<file path="config.mk">
export PLATFORM = sky130hd
export DESIGN_NAME = digit_result_stabilizer
export DESIGN_NICKNAME = d
export VERILOG_FILES = /design/src/rtl/digit_pkg.sv /design/src/rtl/vsync_edge_det.sv /design/src/rtl/digit_result_stabilizer.sv
export SDC_FILE = /design/constraint.sdc
export NUM_CORES = 1
export LEC_CHECK = 0
export CORE_MARGIN = 2
export CORE_UTILIZATION = 52
export DETAILED_ROUTE_END_ITERATION = 12
export GPL_ROUTABILITY_DRIVEN = 0
export PLACE_DENSITY = 0.78
export SETUP_SLACK_MARGIN = 0.5
export SLEW_MARGIN = 20
export SYNTH_ARGS = -nofsm -noshare
export SYNTH_HDL_FRONTEND = slang
export SYNTH_SLANG_ARGS = --single-unit
export TNS_END_PERCENT = 30
</file>
<file path="constraint.sdc">
create_clock -name clk -period 3.1 [get_ports clk]
set_input_delay 0.62 -clock clk [delete_from_list [all_inputs] [get_ports clk]]
set_output_delay 0.62 -clock clk [all_outputs]
set_load 0.005 [all_outputs]
</file>
<file path="src/rtl/digit_pkg.sv">
// Shared constants and state encoding for the digit result stabilizer.
// Imported by the top and the vsync edge detector.
package digit_pkg;

  localparam int          NUM_DIGIT    = 6;
  localparam logic [3:0]  BLANK_NIBBLE = 4'hF;
  localparam logic [23:0] BLANK_WORD   = 24'hFFFFFF;

  typedef enum logic [1:0] {
    IDLE,
    TRACK,
    LOCKED,
    LOST
  } state_t;

endpackage

</file>
<file path="src/rtl/vsync_edge_det.sv">
// Registers frame sync once and flags the edge into the active level.
// smp is a single-cycle strobe per frame.
module vsync_edge_det
  import digit_pkg::*;
#(
  parameter logic VS_ACTIVE = 1'b0
) (
  input  logic clk,
  input  logic rst,
  input  logic vsync,
  output logic smp
);

  logic vs_d;

  // Reset to the active level so a sync already asserted at reset is not a frame.
  always_ff @(posedge clk) begin
    if (rst) vs_d <= VS_ACTIVE;
    else     vs_d <= vsync;
  end

  assign smp = (vs_d != VS_ACTIVE) && (vsync == VS_ACTIVE);

endmodule

</file>
<file path="src/rtl/digit_result_stabilizer.sv">
// Debounces per-frame BCD recognition results before the segment driver.
// Commits after N identical frames, blanks when frames stop arriving.
module digit_result_stabilizer
  import digit_pkg::*;
#(
  parameter int          STABLE_FRAMES  = 3,
  parameter logic [23:0] TIMEOUT_CYCLES = 24'd9000000,
  parameter logic        VS_ACTIVE      = 1'b0
) (
  input  logic        clk,
  input  logic        rst,
  input  logic        frame_vsync,
  input  logic [23:0] digit_in,
  output logic [23:0] digit_out,
  output logic        digit_valid,
  output logic        digit_upd,
  output logic        sig_lost
);

  localparam logic [3:0] SF = 4'(STABLE_FRAMES);

  state_t      state;
  logic        smp;
  logic [23:0] san;
  logic [23:0] cand;
  logic [3:0]  match_cnt;
  logic [3:0]  cnt_inc;
  logic [23:0] timer;
  logic        run_done;
  logic        tracking;
  logic        timeout;

  vsync_edge_det #(
    .VS_ACTIVE(VS_ACTIVE)
  ) u_edge (
    .clk  (clk),
    .rst  (rst),
    .vsync(frame_vsync),
    .smp  (smp)
  );

  always_comb begin
    san = BLANK_WORD;
    for (int i = 0; i < NUM_DIGIT; i++) begin
      san[i*4 +: 4] = (digit_in[i*4 +: 4] > 4'd9) ?
                      BLANK_NIBBLE : digit_in[i*4 +: 4];
    end
  end

  assign cnt_inc  = (match_cnt >= SF) ? SF : match_cnt + 4'd1;
  assign tracking = (state == TRACK) || (state == LOCKED);
  assign timeout  = tracking && (timer == TIMEOUT_CYCLES);

  always_ff @(posedge clk) begin
    if (rst) begin
      state       <= IDLE;
      digit_out   <= BLANK_WORD;
      digit_valid <= 1'b0;
      digit_upd   <= 1'b0;
      sig_lost    <= 1'b0;
      cand        <= BLANK_WORD;
      match_cnt   <= '0;
      timer       <= '0;
      run_done    <= 1'b0;
    end else begin
      digit_upd <= 1'b0;
      run_done  <= 1'b0;
      // run_done marks the sample that completed a run; commit one cycle later.
      if (run_done) begin
        if (cand != digit_out) begin
          digit_out <= cand;
          digit_upd <= 1'b1;
        end
        digit_valid <= (cand != BLANK_WORD);
      end
      if (smp) begin
        timer    <= '0;
        sig_lost <= 1'b0;
        if (san == cand) begin
          match_cnt <= cnt_inc;
          run_done  <= (match_cnt != SF) && (cnt_inc == SF);
        end else begin
          cand      <= san;
          match_cnt <= 4'd1;
          run_done  <= (SF == 4'd1);
        end
        unique case (state)
          IDLE, LOST: state <= TRACK;
          LOCKED:     if (san != cand) state <= TRACK;
          TRACK:      ;
        endcase
      end else if (timeout) begin
        state       <= LOST;
        sig_lost    <= 1'b1;
        digit_out   <= BLANK_WORD;
        digit_valid <= 1'b0;
        digit_upd   <= 1'b0;
        cand        <= BLANK_WORD;
        match_cnt   <= '0;
      end else begin
        if (tracking && timer != TIMEOUT_CYCLES) timer <= timer + 24'd1;
        if (run_done && state == TRACK) state <= LOCKED;
      end
    end
  end

endmodule

</file>
==> results of run 1 <==
cell type report:
type | count | area, µm²
flip-flops and latches | 83 | 1660
inverters | 12 | 45.0
repair buffers | 68 | 661
clock buffers | 9 | 124
well taps | 102 | 128
multi-input cells | 325 | 2390
clock inverters | 7 | 76.3
fillers | 651 | 2680
logic make-up after synthesis:
group,share of synthesized area (%)
and+or+nand+nor,19.4
DFF,39.5
xor gates and xnor gates,11.4
AOI/OAI and AO/OA,17.0
buffers and inverters,5.17
adders and majority gates,2.20
muxes,5.23
how the worst min path moves through the flow:
stage                               from                   endpoint  slack (ps)  depth (start not counted)
3_3_place_gp   match_cnt[1]$_SDFFE_PP0N_  match_cnt[1]$_SDFFE_PP0N_         450                          1
6_report       match_cnt[1]$_SDFFE_PP0N_  match_cnt[1]$_SDFFE_PP0N_         500                          1
2_1_floorplan  match_cnt[1]$_SDFFE_PP0N_  match_cnt[1]$_SDFFE_PP0N_         450                          1
5_1_grt        match_cnt[1]$_SDFFE_PP0N_  match_cnt[1]$_SDFFE_PP0N_         520                          1
4_1_cts        match_cnt[1]$_SDFFE_PP0N_  match_cnt[1]$_SDFFE_PP0N_         500                          1
3_5_place_dp   match_cnt[1]$_SDFFE_PP0N_  match_cnt[1]$_SDFFE_PP0N_         480                          1
registers in the layout (all words and copies together), names as in the netlist:
| signal | flops |
|---|---|
| match_cnt | 4 |
| digit_out | 24 |
| timer | 24 |
| cand | 24 |
| run_done | 1 |
| sig_lost | 1 |
| u_edge.vs_d | 1 |
| state | 2 |
| digit_upd | 1 |
| digit_valid | 1 |
layer usage:
metal  vias up  share of wire (%)
li1       1707                  -
met1      1670                 47
met4         0                2.3
met5         -                  0
met3        17                4.2
met2        88                 47
cell usage after synthesis, drive strengths merged (2+ instances only):
cell	count	area, µm²
dfxtp	83	1660
xor2	39	342
nor2	37	139
nand2	32	120
mux2i	22	220
a21oi	20	104
a2bb2oi	18	220
xnor2	16	140
clkbuf	14	73.8
nand3	13	65.1
inv	12	45.0
nand4	12	75.1
buf	11	98.9
nor3	10	50.1
nor4	9	71.3
o21ai	9	45.0
o21a	8	60.1
o32a	6	65.1
and3	5	31.3
ha	5	62.6
or3	5	31.3
and2	4	25.0
nor4b	4	35.0
or2	4	25.0
a211oi	3	22.5
and3b	3	26.3
maj3	3	30.0
nand2b	3	18.8
o211ai	3	22.5
o21bai	3	22.5
o22ai	3	18.8
o2bb2ai	3	26.3
a2111oi	2	17.5
a32o	2	20.0
and4	2	20.0
nand4b	2	17.5
nor2b	2	12.5
nor4bb	2	20.0
worst max-delay path: cells and delay by family:
family | cells | cell delay [ps]
buffers and inverters | 3 | 1030
AO/OA/AOI/OAI | 5 | 850
AND/OR/NAND/NOR | 1 | 280
what timing repair did:
item	4_1_cts	5_1_grt
setup buffers	1	0
pin swaps	1	1
gates resized for setup	3	14
endpoints found under the setup margin	10	43
stage by stage:
stage	power [W]	worst slack, ps	cells	instance area (µm²)	utilization (%)
after floorplan	0.00125	645	445	4210	-
after global placement	0.00133	123	589	4830	62.1
after detailed placement	0.00134	87.4	589	4830	62.1
after CTS	0.00212	496	606	5040	64.9
after global routing	0.00219	501	606	5090	65.5
final	0.00211	559	606	5090	65.5
power by group through the flow:
| stage | Sequential, W | Clock [W] | Combinational, W |
|---|---|---|---|
| floorplan | 0.00112 | 0 | 0.000137 |
| detailed placement | 0.00112 | 0 | 0.000213 |
| global placement | 0.00112 | 0 | 0.000210 |
| global route | 0.00110 | 0.000850 | 0.000238 |
| CTS | 0.00110 | 0.000806 | 0.000216 |
| finish | 0.00110 | 0.000791 | 0.000221 |
==> impl_results.md, run 1 <==
* Status: finished clean
* Combinational fraction of design power at 10.5%
* Kind of critical path: in -> reg
* Reg2Reg Capture Point: timer[19]$_SDFFE_PP0P_
* # clock sinks at 83
* Antenna violations before repair at 0
* Maximum vdd drop at ~0.22 mV
* Critical Path End Type: register
* Syn nets at 477
* Area Growth Syn to Fin at 20.9%
* H-tree Lvls at 3
* Number of enable flip-flop cells after synthesis at 0
* Max-slew headroom at 63.7%
* Reg2reg start: state[0]$_SDFFE_PP0P_
* Syn Std Cell Area at 4210 µm²
* Root Driver: clkbuf_8
* Ports at 54
* Max clock buf depth at 2
* Hold WS at roughly 500 ps
* Min-Delay Path Class: reg -> reg
* Final wirelength at 10100 µm
* Die area at approximately 8800 µm²
* CTS tree: yes
* Routed vias at 3482
* Tmin final at 2540 ps
* Number of global-route vias before repair at 3271
* Setup crit end: cand[11]$_SDFFE_PP1P_
* Slowest cell on the critical path: clkdlybuf4s50_1
* Most frequent CP cell: o21a_1
* Initial cell density of the core at 54.2%
* Startpoint types: input pin
* Share of cells above drive strength 1 at 12.9%
* Sw Pwr at 0.000547 W
* Die Y at 94.0 µm
* Drt pass-1 iters at 5
* Leakage at 2.01 nW
* Synth unique cells at 57
* Die W at between 90 and 100 µm
* M2 GR Usage at between 30% and 40%
* Crit-path max cell delay at 650 ps
* Final hold violations at 0
* Worst-path fanout max at 21
* Routed Antenna Nets at 0
* Critical Path, Cell by Cell: clkdlybuf4s50_1 > o21a_1 > o21a_1 > o2111ai_1 > nor4_4 > buf_4 > a31oi_4 > buf_12 > o32a_2
* Clock power frac at a little under two fifths
* Routed wire per std cell at around 17 µm
* GR Util All Layers at between 20% and 30%
* CTS Buf Count at 9
* Nets at 531
* Yosys Warn Count at 0
* Switch share at 25.9%
* Core Region at 7770 µm²
* Worst slew pin tran at 544 ps
* R2R setup slack at 730 ps
* Final HPWL DP at 7410 µm
* Synth Register Bits at 83
* Synthesized area per cell at 9.46 µm²
* Hold_buf cts at 0
* Register area share after synthesis at 39.5%
* Pins Over Slew Limit at 0
* Fin crit share at 82.0%
* First-pass GRT wire length at 16400 µm
* Max-cap violations at 0
* Remaining Overflow, GRT at 0
* Worst-path clk slew at 80 ps
* Crit path DAT at 2790 ps
* DRC errors left at 0
* Number of DRC markers in iteration 0 at 275
* Worst-skew pair later-pin latency at 360 ps
* FFs w/ async S/R, synth at 0%
* CP startpoint: digit_in[23]
* F_max at 0.394 GHz
* RSZ-0062 raised after global routing: false
* Most Crowded Layer GR: met2
* Most frequent cells in the layout: dfxtp_1 (83), clkdlybuf4s50_1 (48), xor2_1 (39)
* Antenna diodes at 0
* Post-synth top flop: dfxtp_1
* # rows at 32
* Met1 Use GR at between 30% and 40%
* Required @ worst endpoint at 3350 ps
* Worst Skew at 10.4 ps
* Met3 GRT Util at ~3.8%
* Commonest non-fill, non-tap cell in the layout: dfxtp_1
* Cells after Synth at around 450
* Final setup fails at 0
* Setup_tns at 0 ps
* Largest net degree at the start of global routing at 26
* Reg2Reg Depth at 7
* Power Internal at 0.00156 W
* Port Buf Inserts at 53
* Via density per instance at 5.75
* Sequential share of power at a little over half
* Power per cell area at 415 nW/µm²
No activity file was read; power rests on OpenSTA's default activity.
==> inputs of run 2 (changes only) <==
Settings changed: CORE_UTILIZATION 52 to 50.
Clock period 3.1 ns to 2.1 ns, I/O delays scaled along.
==> run 2 against run 1 <==
Against the previous run:
- total power up 59%
- via count up 17%
- final area up 21%
- highest routed layer unchanged
- worst setup slack worse by 670 ps
- combinational power up 130%
- sequential power up 46%
- clock power up 57%
- sequential share of layout area down 4.9 points
- the run now ends with negative setup slack left
- clock skew up 3.0 ps
==> impl_results.md, run 2 (same netlist as run 1, synthesis figures left out) <==
* CP startpoint: digit_in[13]
* Largest net degree at the start of global routing at 26 (unchanged)
* Initial cell density of the core at 51.5% (-2.7 points)
* Die W at 95.8 µm (+1.9%)
* Tmin final at 2210 ps
* Routed wire per std cell at 20.6 µm (+24%)
* Most frequent cells in the layout: buf_4 (59), dfxtp_1 (50), xor2_1 (38)
* Final HPWL DP at 7890 µm (+6.5%)
* Clock power frac at 36.9% (-0.6 points)
* Required @ worst endpoint at 2340 ps (-1010 ps)
* R2R setup slack at -100 ps (-830 ps)
* Die area at 9170 µm² (+3.8%)
* Ports at 54 (unchanged)
* Sw Pwr at 0.000872 W (+59%)
* Reg2reg start: cand[2]$_SDFFE_PP1P_
* Antenna diodes at 0 (unchanged)
* Power Internal at 0.00249 W (+59%)
* Max-slew headroom at 61.0% (-2.7 points)
* Startpoint types: input pin
* Final setup fails at 39 (+39)
* Worst Skew at 13.4 ps (+3.01 ps)
* Share of cells above drive strength 1 at 39.9% (+27 points)
* Area Growth Syn to Fin at 46.3%
* Setup crit end: cand[19]$_SDFFE_PP1P_
* First-pass GRT wire length at 21000 µm (+28%)
* Fin crit share at 105%
* RSZ-0062 raised after global routing: true
* Number of DRC markers in iteration 0 at 270 (-1.8%)
* Critical Path Stages at 9 (unchanged)
* CTS tree: yes
* Final hold violations at 0 (unchanged)
* Worst slew pin tran at 580 ps (+35.2 ps)
* Max-cap violations at 0 (unchanged)
* Crit-path max cell delay at 550 ps (-100 ps)
* F_max at 0.452 GHz
* Leakage at 2.47 nW (+23%)
* Regs by FF count: cand x24, digit_out x24, timer x24
* Min-Delay Path Class: reg -> reg
* Max clock buf depth at 2 (unchanged)
* Status: finished with violations
* Post-route total power at 0.00336 W (+59%)
* Slowest cell on the critical path: clkdlybuf4s50_1
* Util after Layout at 75.3% (+9.8 points)
* Final worst slack at -112 ps (-671 ps)
* Routed Antenna Nets at 0 (unchanged)
* Worst-path fanout max at 6 (-71%)
* # clock sinks at 83 (unchanged)
* Die Y at 95.8 µm (+1.9%)
* Reg2Reg Depth at 7 (unchanged)
* Critical Path End Type: register
* GR Util All Layers at 30.1% (+5.9 points)
* Port Buf Inserts at 53 (unchanged)
* Worst-skew pair later-pin latency at 360 ps (about the same)
* Hold WS at 484 ps (-16.8 ps)
* Worst-path clk slew at 80 ps (about the same)
* Drt pass-1 iters at 5 (unchanged)
* Combinational fraction of design power at 15.1% (+4.6 points)
* Area of placed instances at 5270 µm² (+9.1%)
* Commonest non-fill, non-tap cell in the layout: buf_4
* Switch share at 26.0% (about the same)
* Antenna violations before repair at 0 (unchanged)
* Hold_buf cts at 0 (unchanged)
* Routed vias at 4073 (+17%)
* Maximum vdd drop at 0.368 mV (+70%)
* Remaining Overflow, GRT at 0 (unchanged)
* Root Driver: clkbuf_8
* Via density per instance at 6.04 (+5.2%)
* Core Region at 8180 µm² (+5.3%)
* Hold depth at 2 (+1)
* Sequential share of power at 48.0% (-4.1 points)
* Crit path DAT at 2450 ps (-340 ps)
* Final wirelength at 13900 µm (+38%)
* Kind of critical path: in -> reg
* Reg2Reg Capture Point: cand[19]$_SDFFE_PP1P_
* Violated checks: negative setup slack
* DRC errors left at 0 (unchanged)
* Number of global-route vias before repair at 4049 (+24%)
* Nets at 596 (+12%)
* # rows at 33 (+3.1%)
* Bufs and invs on worst path at 3 (unchanged)
* Post-route cell area at 6160 µm² (+21%)
* CP top delay family: buffers and inverters
* Pins Over Slew Limit at 0 (unchanged)
* CTS Buf Count at 9 (unchanged)
* Critical Path, Cell by Cell: clkdlybuf4s50_1 > a21oi_2 > xnor2_1 > nor4_1 > and4_4 > a31oi_4 > buf_6 > buf_12 > o32a_1
* H-tree Lvls at 3 (unchanged)
* Power per cell area at 545 nW/µm² (+32%)
run 2: cell count changes in the layout (fill, tap and decap cells not counted), sizes merged:
cell / previous run / this run
buf: 15 / 80
clkbuf: 9 / 14
clkdlybuf4s15: 0 / 4
clkdlybuf4s50: 48 / 9
clkinvlp: 2 / 1
dlygate4sd2: 2 / 34
dlymetal6s2s: 3 / 4
inv: 14 / 12
run 2: cell type report:
type                       instances  area [µm²]
timing repair buffer             133        1270
tap                              105         131
sequential                        83        1710
inverter                          12        45.0
clock inverter                     4        47.5
clock buffer                      12         165
multi-input combinational        325        2790
fill                             483        2020
run 2: stage by stage:
stage / setup TNS (ps) / worst slack (ps) / std cells
finish: -1910 / -112 / 674
CTS: -1290 / -94.8 / 672
floorplan: -2930 / -152 / 445
detailed placement: -22080 / -831 / 645
global route: -4760 / -172 / 674
global placement: -20430 / -768 / 645
run 2: how the worst min path moves through the flow:
stage | from | end | slack (ps)
floorplan | match_cnt[1]$_SDFFE_PP0N_ | match_cnt[1]$_SDFFE_PP0N_ | 450
global placement | match_cnt[1]$_SDFFE_PP0N_ | match_cnt[1]$_SDFFE_PP0N_ | 450
detailed placement | sig_lost$_SDFFE_PP0P_ | sig_lost$_SDFFE_PP0P_ | 460
CTS | sig_lost$_SDFFE_PP0P_ | sig_lost$_SDFFE_PP0P_ | 480
global route | sig_lost$_SDFFE_PP0P_ | sig_lost$_SDFFE_PP0P_ | 500
finish | digit_out[18]$_SDFF_PP1_ | digit_out[18]$_SDFF_PP1_ | 480
run 2: power by group through the flow:
stage               registers [W]  clock network (W)  logic, W
floorplan                 0.00165                  0  0.000205
global placement          0.00164                  0  0.000382
detailed placement        0.00165                  0  0.000390
CTS                       0.00161            0.00123  0.000469
global route              0.00161            0.00130  0.000531
finish                    0.00161            0.00124  0.000507
run 2: layer usage:
layer  up-vias  track usage [%]  wire length [µm]
met3        55             5.79               936
li1       1850                -                 -
met2       189             53.0              7170
met1      1979             34.7              5190
met4         0             14.9               591
met5         -                0                 0
run 2: tightest hold or removal path, cell delays in order (launching register included):
cell     delay, ps
dfxtp_2        350
mux2i_1         70
nand2_1         50
run 2: what timing repair did:
action                     in CTS  in global routing
setup endpoints to repair     104                 80
buffers inserted                7                  2
gates cloned                    4                  0
gates resized for setup       161                 36
pin swaps                      79                 59
